==> config.mk <==
export PLATFORM = sky130hd
export DESIGN_NAME = uart_tx_flat
export DESIGN_NICKNAME = d
export VERILOG_FILES = /design/src/rtl/uart_pkg.sv /design/src/rtl/uart_tx_if.sv /design/src/rtl/uart_baud_gen.sv /design/src/rtl/uart_tx.sv /design/src/flat_wrapper.sv
export SDC_FILE = /design/constraint.sdc
export NUM_CORES = 1
export LEC_CHECK = 0
export ABC_AREA = 1
export BUFFER_PORTS_ARGS = -buffer_cell sky130_fd_sc_hd__buf_2
export CORE_UTILIZATION = 60
export CTS_BUF_LIST = sky130_fd_sc_hd__clkbuf_8
export DETAILED_ROUTE_END_ITERATION = 8
export PLACE_DENSITY_LB_ADDON = 0.3
export SYNTH_ARGS = -nofsm -noshare
export SYNTH_HDL_FRONTEND = slang
export SYNTH_HIERARCHICAL = 1
export SYNTH_SLANG_ARGS = --single-unit
==> constraint.sdc <==
create_clock -name clk -period 2.2 [get_ports clk]
set_input_delay 0.33 -clock clk [delete_from_list [all_inputs] [get_ports clk]]
set_output_delay 0.33 -clock clk [all_outputs]
set_load 0.01 [all_outputs]
==> src/rtl/uart_pkg.sv <==
// rtl/uart_pkg.sv - UART state encoding and frame-level constants shared by tx and rx
package uart_pkg;

    typedef enum logic [2:0] {
        IDLE   = 3'd0,
        START  = 3'd1,
        DATA   = 3'd2,
        PARITY = 3'd3,
        STOP   = 3'd4
    } uart_state_t;

    localparam logic START_BIT  = 1'b0;
    localparam logic STOP_BIT   = 1'b1;
    localparam logic IDLE_LEVEL = 1'b1;

endpackage

==> src/rtl/uart_tx_if.sv <==
// rtl/uart_tx_if.sv - byte handshake between an upstream source and the UART transmitter
interface uart_tx_if #(
    parameter int DATA_BITS = 8
);
    logic [DATA_BITS-1:0] tx_data;
    logic                 tx_valid;
    logic                 tx_ready;

    modport master (output tx_data, output tx_valid, input tx_ready);
    modport slave  (input tx_data, input tx_valid, output tx_ready);
endinterface

==> src/rtl/uart_baud_gen.sv <==
// rtl/uart_baud_gen.sv - CLKS_PER_BIT divider; bit_end on the last cycle of each bit period
module uart_baud_gen #(
    parameter int CLKS_PER_BIT = 16
) (
    input  logic clk,
    input  logic reset,
    input  logic clear,
    output logic bit_end,
    output logic bit_pre_end
);
    localparam int CW = (CLKS_PER_BIT > 1) ? $clog2(CLKS_PER_BIT) : 1;
    localparam logic [CW-1:0] LAST     = CW'(CLKS_PER_BIT - 1);
    localparam logic [CW-1:0] PRE_LAST = CW'(CLKS_PER_BIT - 2);

    logic [CW-1:0] cnt;

    // clear wins over wrap so a frame always starts at phase 0
    always_ff @(posedge clk or posedge reset) begin
        if (reset) begin
            cnt <= '0;
        end else if (clear || bit_end) begin
            cnt <= '0;
        end else begin
            cnt <= cnt + CW'(1);
        end
    end

    assign bit_end     = (cnt == LAST);
    assign bit_pre_end = (cnt == PRE_LAST);
endmodule

==> src/rtl/uart_tx.sv <==
// rtl/uart_tx.sv - UART transmit serializer, LSB first, one stop bit
// Optional even parity bit between data and stop when UART_TX_PARITY_EN is defined.
module uart_tx
    import uart_pkg::*;
#(
    parameter int CLKS_PER_BIT = 16,
    parameter int DATA_BITS    = 8
) (
    input  logic       clk,
    input  logic       reset,
    uart_tx_if.slave   tx_if,
    output logic       tx,
    output logic       tx_busy,
    output logic       tx_done
);
    localparam int BW = $clog2(DATA_BITS);
    localparam logic [BW-1:0] LAST_BIT = BW'(DATA_BITS - 1);

    uart_state_t          state, state_next;
    logic [DATA_BITS-1:0] shreg;
    logic [BW-1:0]        bit_cnt;
    logic                 accept;
    logic                 bit_end, bit_pre_end;
    logic                 tx_d, busy_d, done_d;
`ifdef UART_TX_PARITY_EN
    logic                 parity_q;
`endif

    assign tx_if.tx_ready = (state == IDLE);
    assign accept         = tx_if.tx_valid && (state == IDLE);

    uart_baud_gen #(
        .CLKS_PER_BIT(CLKS_PER_BIT)
    ) u_baud (
        .clk        (clk),
        .reset      (reset),
        .clear      (accept),
        .bit_end    (bit_end),
        .bit_pre_end(bit_pre_end)
    );

    always_ff @(posedge clk or posedge reset) begin
        if (reset) begin
            state <= IDLE;
        end else begin
            state <= state_next;
        end
    end

    always_comb begin
        state_next = state;
        tx_d       = IDLE_LEVEL;
        case (state)
            IDLE:   if (accept)  state_next = START;
            START:  if (bit_end) state_next = DATA;
            DATA: begin
                if (bit_end && (bit_cnt == LAST_BIT)) begin
`ifdef UART_TX_PARITY_EN
                    state_next = PARITY;
`else
                    state_next = STOP;
`endif
                end
            end
            PARITY: if (bit_end) state_next = STOP;
            STOP:   if (bit_end) state_next = IDLE;
            default: state_next = IDLE;
        endcase

        // tx is registered, so it is driven from the state being entered;
        // mid-DATA bit boundaries present the bit about to be shifted down
        case (state_next)
            IDLE:   tx_d = IDLE_LEVEL;
            START:  tx_d = START_BIT;
            DATA:   tx_d = (state == DATA && bit_end) ? shreg[1] : shreg[0];
`ifdef UART_TX_PARITY_EN
            PARITY: tx_d = parity_q;
`endif
            STOP:   tx_d = STOP_BIT;
            default: tx_d = IDLE_LEVEL;
        endcase

        busy_d = (state_next != IDLE);
        done_d = (state == STOP) && bit_pre_end;
    end

    always_ff @(posedge clk or posedge reset) begin
        if (reset) begin
            tx       <= IDLE_LEVEL;
            tx_busy  <= 1'b0;
            tx_done  <= 1'b0;
            shreg    <= '0;
            bit_cnt  <= '0;
`ifdef UART_TX_PARITY_EN
            parity_q <= 1'b0;
`endif
        end else begin
            tx      <= tx_d;
            tx_busy <= busy_d;
            tx_done <= done_d;
            if (accept) begin
                shreg    <= tx_if.tx_data;
                bit_cnt  <= '0;
`ifdef UART_TX_PARITY_EN
                parity_q <= ^tx_if.tx_data;
`endif
            end else if (state == DATA && bit_end) begin
                shreg   <= shreg >> 1;
                bit_cnt <= (bit_cnt == LAST_BIT) ? '0 : bit_cnt + BW'(1);
            end
        end
    end
endmodule

==> src/flat_wrapper.sv <==
// flat-port wrapper written by rule: the top's interface ports become plain ports
module uart_tx_flat import uart_pkg::*;
#(
    parameter int CLKS_PER_BIT = 16,
    parameter int DATA_BITS    = 8
)
  (clk, reset, tx, tx_busy, tx_done, tx_if_tx_data, tx_if_tx_valid, tx_if_tx_ready);
  uart_tx_if #(.DATA_BITS(DATA_BITS)) tx_if_i ();
  input  logic clk;
  input  logic reset;
  output logic tx;
  output logic tx_busy;
  output logic tx_done;
  input wire logic [$bits(tx_if_i.tx_data)-1:0] tx_if_tx_data;
  input wire logic [$bits(tx_if_i.tx_valid)-1:0] tx_if_tx_valid;
  output wire logic [$bits(tx_if_i.tx_ready)-1:0] tx_if_tx_ready;
  assign tx_if_i.tx_data = tx_if_tx_data;
  assign tx_if_i.tx_valid = tx_if_tx_valid;
  assign tx_if_tx_ready = tx_if_i.tx_ready;
  uart_tx #(.CLKS_PER_BIT(CLKS_PER_BIT), .DATA_BITS(DATA_BITS)) u_core (.clk(clk), .reset(reset), .tx_if(tx_if_i), .tx(tx), .tx_busy(tx_busy), .tx_done(tx_done));
endmodule
==> results of run 1 <==
[worst max-delay path, delay by kind of cell, from the launching register on]
kind / cells / cell delay, ps
flops: 1 / 420
fa+ha+maj: 1 / 210
compound gates: 1 / 60
simple gates: 5 / 910
buf+inv: 1 / 60
[repair_timing]
action / in CTS / in global routing
endpoints found under the hold margin: 4 / 0
endpoints found under the setup margin: 0 / 0
hold buffers: 1 / 0
buffers inserted: 0 / 0
[cell families after synthesis]
| logic type | Yosys count | synth area share (%) |
|---|---|---|
| and+or+nand+nor | 81 | 36.0 |
| buffers and inverters | 18 | 6.71 |
| AOI/OAI and AO/OA | 5 | 2.94 |
| adders and majority gates | 4 | 4.71 |
| DFF | 21 | 49.6 |
[per-layer routing]
metal	track usage, %	share of wire, %	vias up
met4	9.70	0.52	0
met3	4.49	3.9	2
met5	0	0	-
met1	29.5	46	405
met2	41.5	49	17
li1	-	-	448
[worst min path at each step]
stage / from / cells after the start / end
final: tx_if_tx_data[0] / 3 / u_core/shreg[0]$_DFFE_PP0P_
after global routing: tx_if_tx_data[3] / 3 / u_core/shreg[3]$_DFFE_PP0P_
after CTS: tx_if_tx_data[0] / 3 / u_core/shreg[0]$_DFFE_PP0P_
after detailed placement: reset / 2 / u_core/u_baud/cnt[0]$_DFF_PP0_
after global placement: reset / 2 / u_core/u_baud/cnt[2]$_DFF_PP0_
after floorplan: reset / 1 / u_core/u_baud/cnt[0]$_DFF_PP0_
[power by group through the flow]
stage          clock network [mW]  registers, mW  logic (mW)
5_1_grt                     0.259          0.408      0.0720
4_1_cts                     0.245          0.407      0.0628
6_report                    0.241          0.407      0.0621
3_3_place_gp                    0          0.413      0.0590
2_1_floorplan                   0          0.413      0.0393
3_5_place_dp                    0          0.414      0.0609
[area by class of cell]
class                      count  share of cell area [%]
timing repair buffer          15                    6.66
clock inverter                 1                   0.312
sequential                    21                    43.8
clock buffer                   3                    3.43
tap                           16                    1.66
inverter                      17                    5.52
multi-input combinational     90                    38.6
[layout by cell type, fill, tap and decap left out]
cell type | synthesis | layout
o21ai_0 | 2 | 2
inv_2 | 4 | 4
nand2_2 | 3 | 3
nand3_1 | 16 | 16
or2_2 | 1 | 1
o21bai_2 | 1 | 1
nor2_4 | 1 | 1
dfstp_2 | 1 | 1
nor3b_1 | 1 | 1
clkbuf_8 | 0 | 3
o21ai_1 | 1 | 1
nand4_1 | 3 | 3
buf_2 | 1 | 14
inv_4 | 1 | 1
a21oi_1 | 1 | 1
dfrtp_1 | 20 | 20
inv_1 | 12 | 13
nor2_2 | 1 | 1
ha_1 | 4 | 4
dlygate4sd3_1 | 0 | 1
nand2_1 | 42 | 42
nand3_4 | 2 | 2
nor2_1 | 11 | 11
[flip-flops by register name (all words and copies together) (netlist names)]
name               cells
u_core/tx_busy         1
u_core/tx              1
u_core/state           3
u_core/u_baud/cnt      4
u_core/tx_done         1
u_core/shreg           8
u_core/bit_cnt         3
[metrics by stage]
step	setup WS, ps	power (mW)
after detailed placement	475	0.475
after global routing	261	0.738
after floorplan	815	0.453
after global placement	559	0.472
after CTS	454	0.715
final	417	0.709
[synth_stat cells]
master / count
nand3_4: 2
nor2_2: 1
inv_1: 12
dfstp_2: 1
nor3b_1: 1
nor2_4: 1
o21ai_1: 1
o21bai_2: 1
nand3_1: 16
nor2_1: 11
nand2_2: 3
dfrtp_1: 20
nand4_1: 3
nand2_1: 42
ha_1: 4
inv_2: 4
or2_2: 1
a21oi_1: 1
buf_2: 1
o21ai_0: 2
inv_4: 1
==> flow_metrics.tcl, run 1 <==
set metrics [dict create \
    cp.required_ps 2340 \
    ys_seq_elements 21 \
    cts_resized 0 \
    critPathLaunch "u_core/u_baud/cnt[0]$_DFF_PP0_" \
    critical_path_arrival_ps 1920 \
    grt_pass1_vias 890 \
    yosysTopAreaCellShare_pct 47.1 \
    status "complete, no violations" \
    detail_route.wl_per_cell_um 11.7 \
    reg2reg_depth 8 \
    tightest_slew_ps 649 \
    vias 872 \
    drive_above_1_share_pct 21.8 \
    antenna_left 0 \
    drv_slew 0 \
    final-setup-viol-count 0 \
    fin_crit_ps 1780 \
    h-tree-depth 1 \
    final_cells 163 \
    rsz0062_at_grt "no" \
    hp-class "in -> reg" \
    dpl.hpwl_mm 1.42 \
    cp-end-kind "flip-flop" \
    drtPass1Iterations 4 \
    p_per_area_mw_per_mm2 590 \
    crit_type "reg -> reg" \
    synth_warnings 6 \
    die-area_mm2 0.00194 \
    fin_tns_setup_ps 0 \
    clk_latency_ps 250 \
    core_area_mm2 0.00158 \
    seq_area_um2 527 \
    p_switching_mw 0.162 \
    r2r_slack_ps 420 \
    routabilityCongestion 0.860 \
    ys_types 21 \
    seqPwrFrac_pct 57.3 \
    multiInputGateArea_um2 464 \
    synthTopCellsByArea "dfrtp_1 (47%), nand2_1 (15%), nand3_1 (7.5%)" \
    antenna_cells 0 \
    cpMostUsedCell "nand2_2" \
    rr_startpoint "u_core/u_baud/cnt[0]$_DFF_PP0_" \
    cpPeakStageDelay_ps 440 \
    grt-ovfl-total 0 \
    cp_slowest_cell "nor2_1" \
    internal_power_mw 0.547 \
    r2r-end "u_core/bit_cnt[0]$_DFFE_PP0P_" \
    wirelength_mm 1.91 \
    hold_ws_ps 290 \
    period_share_pct 81.0 \
    placed_cell_area_mm2 0.00115 \
    fill_cells 110 \
    num_rows 14 \
    grt_pass1_wl_mm 3.42 \
    synth_top_cell_by_area "dfrtp_1" \
    pwr-share-clk_pct 33.9 \
    antenna_found_initial 0 \
    swShare_pct 22.8 \
    vias_per_cell 5.35 \
    cts_tree "yes" \
    fp.dieW_um 44.1 \
    utilization_pct 76.3 \
    p_comb_share_pct 8.8 \
    drc 0 \
    area_growth_pct 13.2 \
    grt_usage_pct 24.0 \
    place_inst 158 \
    crit_path_end "u_core/bit_cnt[0]$_DFFE_PP0P_" \
    cts_made_buffers 3 \
    cts_buffer_depth 2 \
    clockRootBuffer "clkbuf_8" \
    ir_worst_vdd_uv 443 \
    worstPathMaxFanout 10 \
    start_util_pct 67.4 \
    syn_area_per_cell_um2 8.23 \
    clock_sinks 21 \
    fmaxAchievable_mhz 561 \
    drt_iter0_drc 17 \
    clock_skew_ps 3.47 \
    finalHoldViolations 0 \
    crit_chain "ha_1 > nand2_2 > nor2_1 > nand3_4 > nand2_2 > inv_2 > nand2_1 > o21ai_1" \
    fp.dieH_um 44.1 \
    stdcell_area_mm2 0.00120 \
    relSlewSlack_pct 56.7 \
    max_cap_violations 0 \
    fin_nets 163 \
    crit_path_start_kind "flip-flop" \
    syn_inst 129 \
    syn_nets 144 \
    syn_area_mm2 0.00106 \
    p_leak_nw 0.668 \
    io_pins 15 \
    numPortBuffers 14 \
    grt_max_degree 18 \
    synth-seq-area-share_pct 49.6 \
    path_clk_slew_ps 70 \
]
(Power assumes the default switching activity.)
==> run 2, diff against run 1 <==
Settings changed: CORE_UTILIZATION 60 to 58.
Clock period 2.2 ns to 1.71 ns, I/O delays scaled along.
==> flow_metrics.tcl, run 2 (same netlist as run 1, synthesis figures left out) <==
set metrics [dict create \
    final-setup-viol-count 0 \
    core_area_mm2 0.00173 \
    cp.required_ps 1860 \
    reg.largest.list "u_core/shreg (8), u_core/u_baud/cnt (4)" \
    cp-end-kind "flip-flop" \
    fill_cells 149 \
    top_register "u_core/shreg" \
    crit_type "reg -> reg" \
    worstPathMaxFanout 8 \
    largest_reg_flops 8 \
    antenna_left 0 \
    vias_per_cell 4.97 \
    place_inst 168 \
    hp-class "in -> reg" \
    fin_tns_setup_ps 0 \
    grt_max_degree 18 \
    grt_pass1_vias 750 \
    drtPass1Iterations 4 \
    dpl.hpwl_mm 1.37 \
    r2r-end "u_core/tx_busy$_DFF_PP0_" \
    fp.dieW_um 44.8 \
    globalRouteMet1Util_pct 26.6 \
    critPathLaunch "u_core/u_baud/cnt[0]$_DFF_PP0_" \
    routabilityCongestion 0.903 \
    swShare_pct 22.7 \
    crit_path_start_kind "flip-flop" \
    cts_buffer_depth 2 \
    clock_sinks 21 \
    internal_power_mw 0.704 \
    p_switching_mw 0.207 \
    cts_resized 0 \
    relSlewSlack_pct 58.5 \
    p_total_mw 0.911 \
    rr_startpoint "u_core/u_baud/cnt[0]$_DFF_PP0_" \
    p_per_area_mw_per_mm2 746 \
    antenna_cells 0 \
    tightest_slew_ps 622 \
    r2r_slack_ps 230 \
    seqPwrFrac_pct 57.4 \
    fin_nets 164 \
    cts_made_buffers 3 \
    rsz0062_at_grt "no" \
    drt_iter0_drc 22 \
    layout_common_cells "nand2_1 (42), dfrtp_1 (20), nand3_1 (16)" \
    io_pins 15 \
    cpMostUsedCell "nand2_1" \
    grt_pass1_wl_mm 3.08 \
    drv_slew 0 \
    hold_path_end "u_core/shreg[0]$_DFFE_PP0P_" \
    grt-ovfl-total 0 \
    pwr-share-clk_pct 34.0 \
    utilization_pct 70.7 \
    p_leak_nw 0.674 \
    period_share_pct 86.6 \
    clockRootBuffer "clkbuf_8" \
    path_clk_slew_ps 70 \
    ir_worst_vdd_uv 615 \
    use_met2_pct 36.2 \
    finalHoldViolations 0 \
    reg2reg_depth 10 \
    drc 0 \
    drive_above_1_share_pct 22.3 \
    max_cap_violations 0 \
    status "complete, no violations" \
    clock_skew_ps 2.05 \
    hold_buffers 1 \
    detail_route.wl_per_cell_um 10.6 \
    wirelength_mm 1.83 \
    start_util_pct 61.5 \
    hold_depth 3 \
    final_cells 173 \
    grt_usage_pct 21.2 \
    antenna_found_initial 0 \
    h-tree-depth 1 \
    cp_slowest_cell "dfrtp_1" \
    die-area_mm2 0.00201 \
    min_from "tx_if_tx_data[0]" \
    num_rows 15 \
    fin_crit_ps 1480 \
    grtUsageMet3_pct 3.60 \
    cpPeakStageDelay_ps 420 \
    grt-busiest-layer "met2" \
    vias 859 \
    p_comb_share_pct 8.6 \
    clk_latency_ps 250 \
    crit_chain "ha_1 > nand2_2 > nor2_1 > buf_4 > inv_1 > nand2_1 > nand3_1 > nand2_1 > nor2_1 > nand2_1" \
    cts_tree "yes" \
    post_cts_buffers 0 \
    fp.dieH_um 44.8 \
    critical_path_arrival_ps 1630 \
    numPortBuffers 14 \
    final_common_cell "nand2_1" \
    area_growth_pct 15.0 \
    fmaxAchievable_mhz 675 \
]
==> run 2: changes by cell type in the layout (fill, tap and decap cells not counted), sizes merged <==
cell	before	now
buf	14	15
==> run 2: routing by layer <==
layer / vias up / wire length, um / share of wire, %
li1: 442 / - / -
met1: 397 / 865 / 47
met2: 18 / 883 / 48
met3: 2 / 61 / 3.3
met4: 0 / 23 / 1.3
met5: - / 0 / 0
==> run 2: worst max path at each step <==
stage / to / depth (start not counted)
final: u_core/tx_busy$_DFF_PP0_ / 10
after global routing: u_core/bit_cnt[0]$_DFFE_PP0P_ / 9
after CTS: u_core/bit_cnt[0]$_DFFE_PP0P_ / 9
after detailed placement: u_core/bit_cnt[0]$_DFFE_PP0P_ / 9
after global placement: u_core/bit_cnt[0]$_DFFE_PP0P_ / 9
after floorplan: u_core/tx_busy$_DFF_PP0_ / 10
==> run 2: stage by stage <==
| step | area (um^2) | setup WS, ps | hold slack, ps |
|---|---|---|---|
| finish | 1220 | 228 | 206 |
| global route | 1220 | 89.2 | 221 |
| CTS | 1220 | 222 | 206 |
| detailed placement | 1170 | 226 | 153 |
| global placement | 1170 | 298 | 151 |
| floorplan | 1060 | 325 | 22.6 |
==> run 2: worst max-delay path, delay by kind of cell, from the launching register on <==
family	cells	cell delay, ps
and+or+nand+nor	7	470
DFF	1	420
adders and majority gates	1	240
buffers and inverters	2	230
==> run 2: final cells by class <==
class	instances	area [um^2]	area share [%]
Multi-Input combinational cell	90	464	38.0
Inverter	17	66.3	5.43
Clock inverter	1	3.75	0.307
Tap cell	25	31.3	2.56
Clock buffer	3	41.3	3.38
Timing Repair Buffer	16	87.6	7.17
Sequential cell	21	527	43.1
==> run 2: power by group through the flow <==
stage	Clock, mW	Sequential, mW	Combinational (mW)
2_1_floorplan	0	0.532	0.0506
3_3_place_gp	0	0.532	0.0759
3_5_place_dp	0	0.533	0.0782
4_1_cts	0.317	0.523	0.0806
5_1_grt	0.335	0.525	0.0912
6_report	0.309	0.523	0.0783
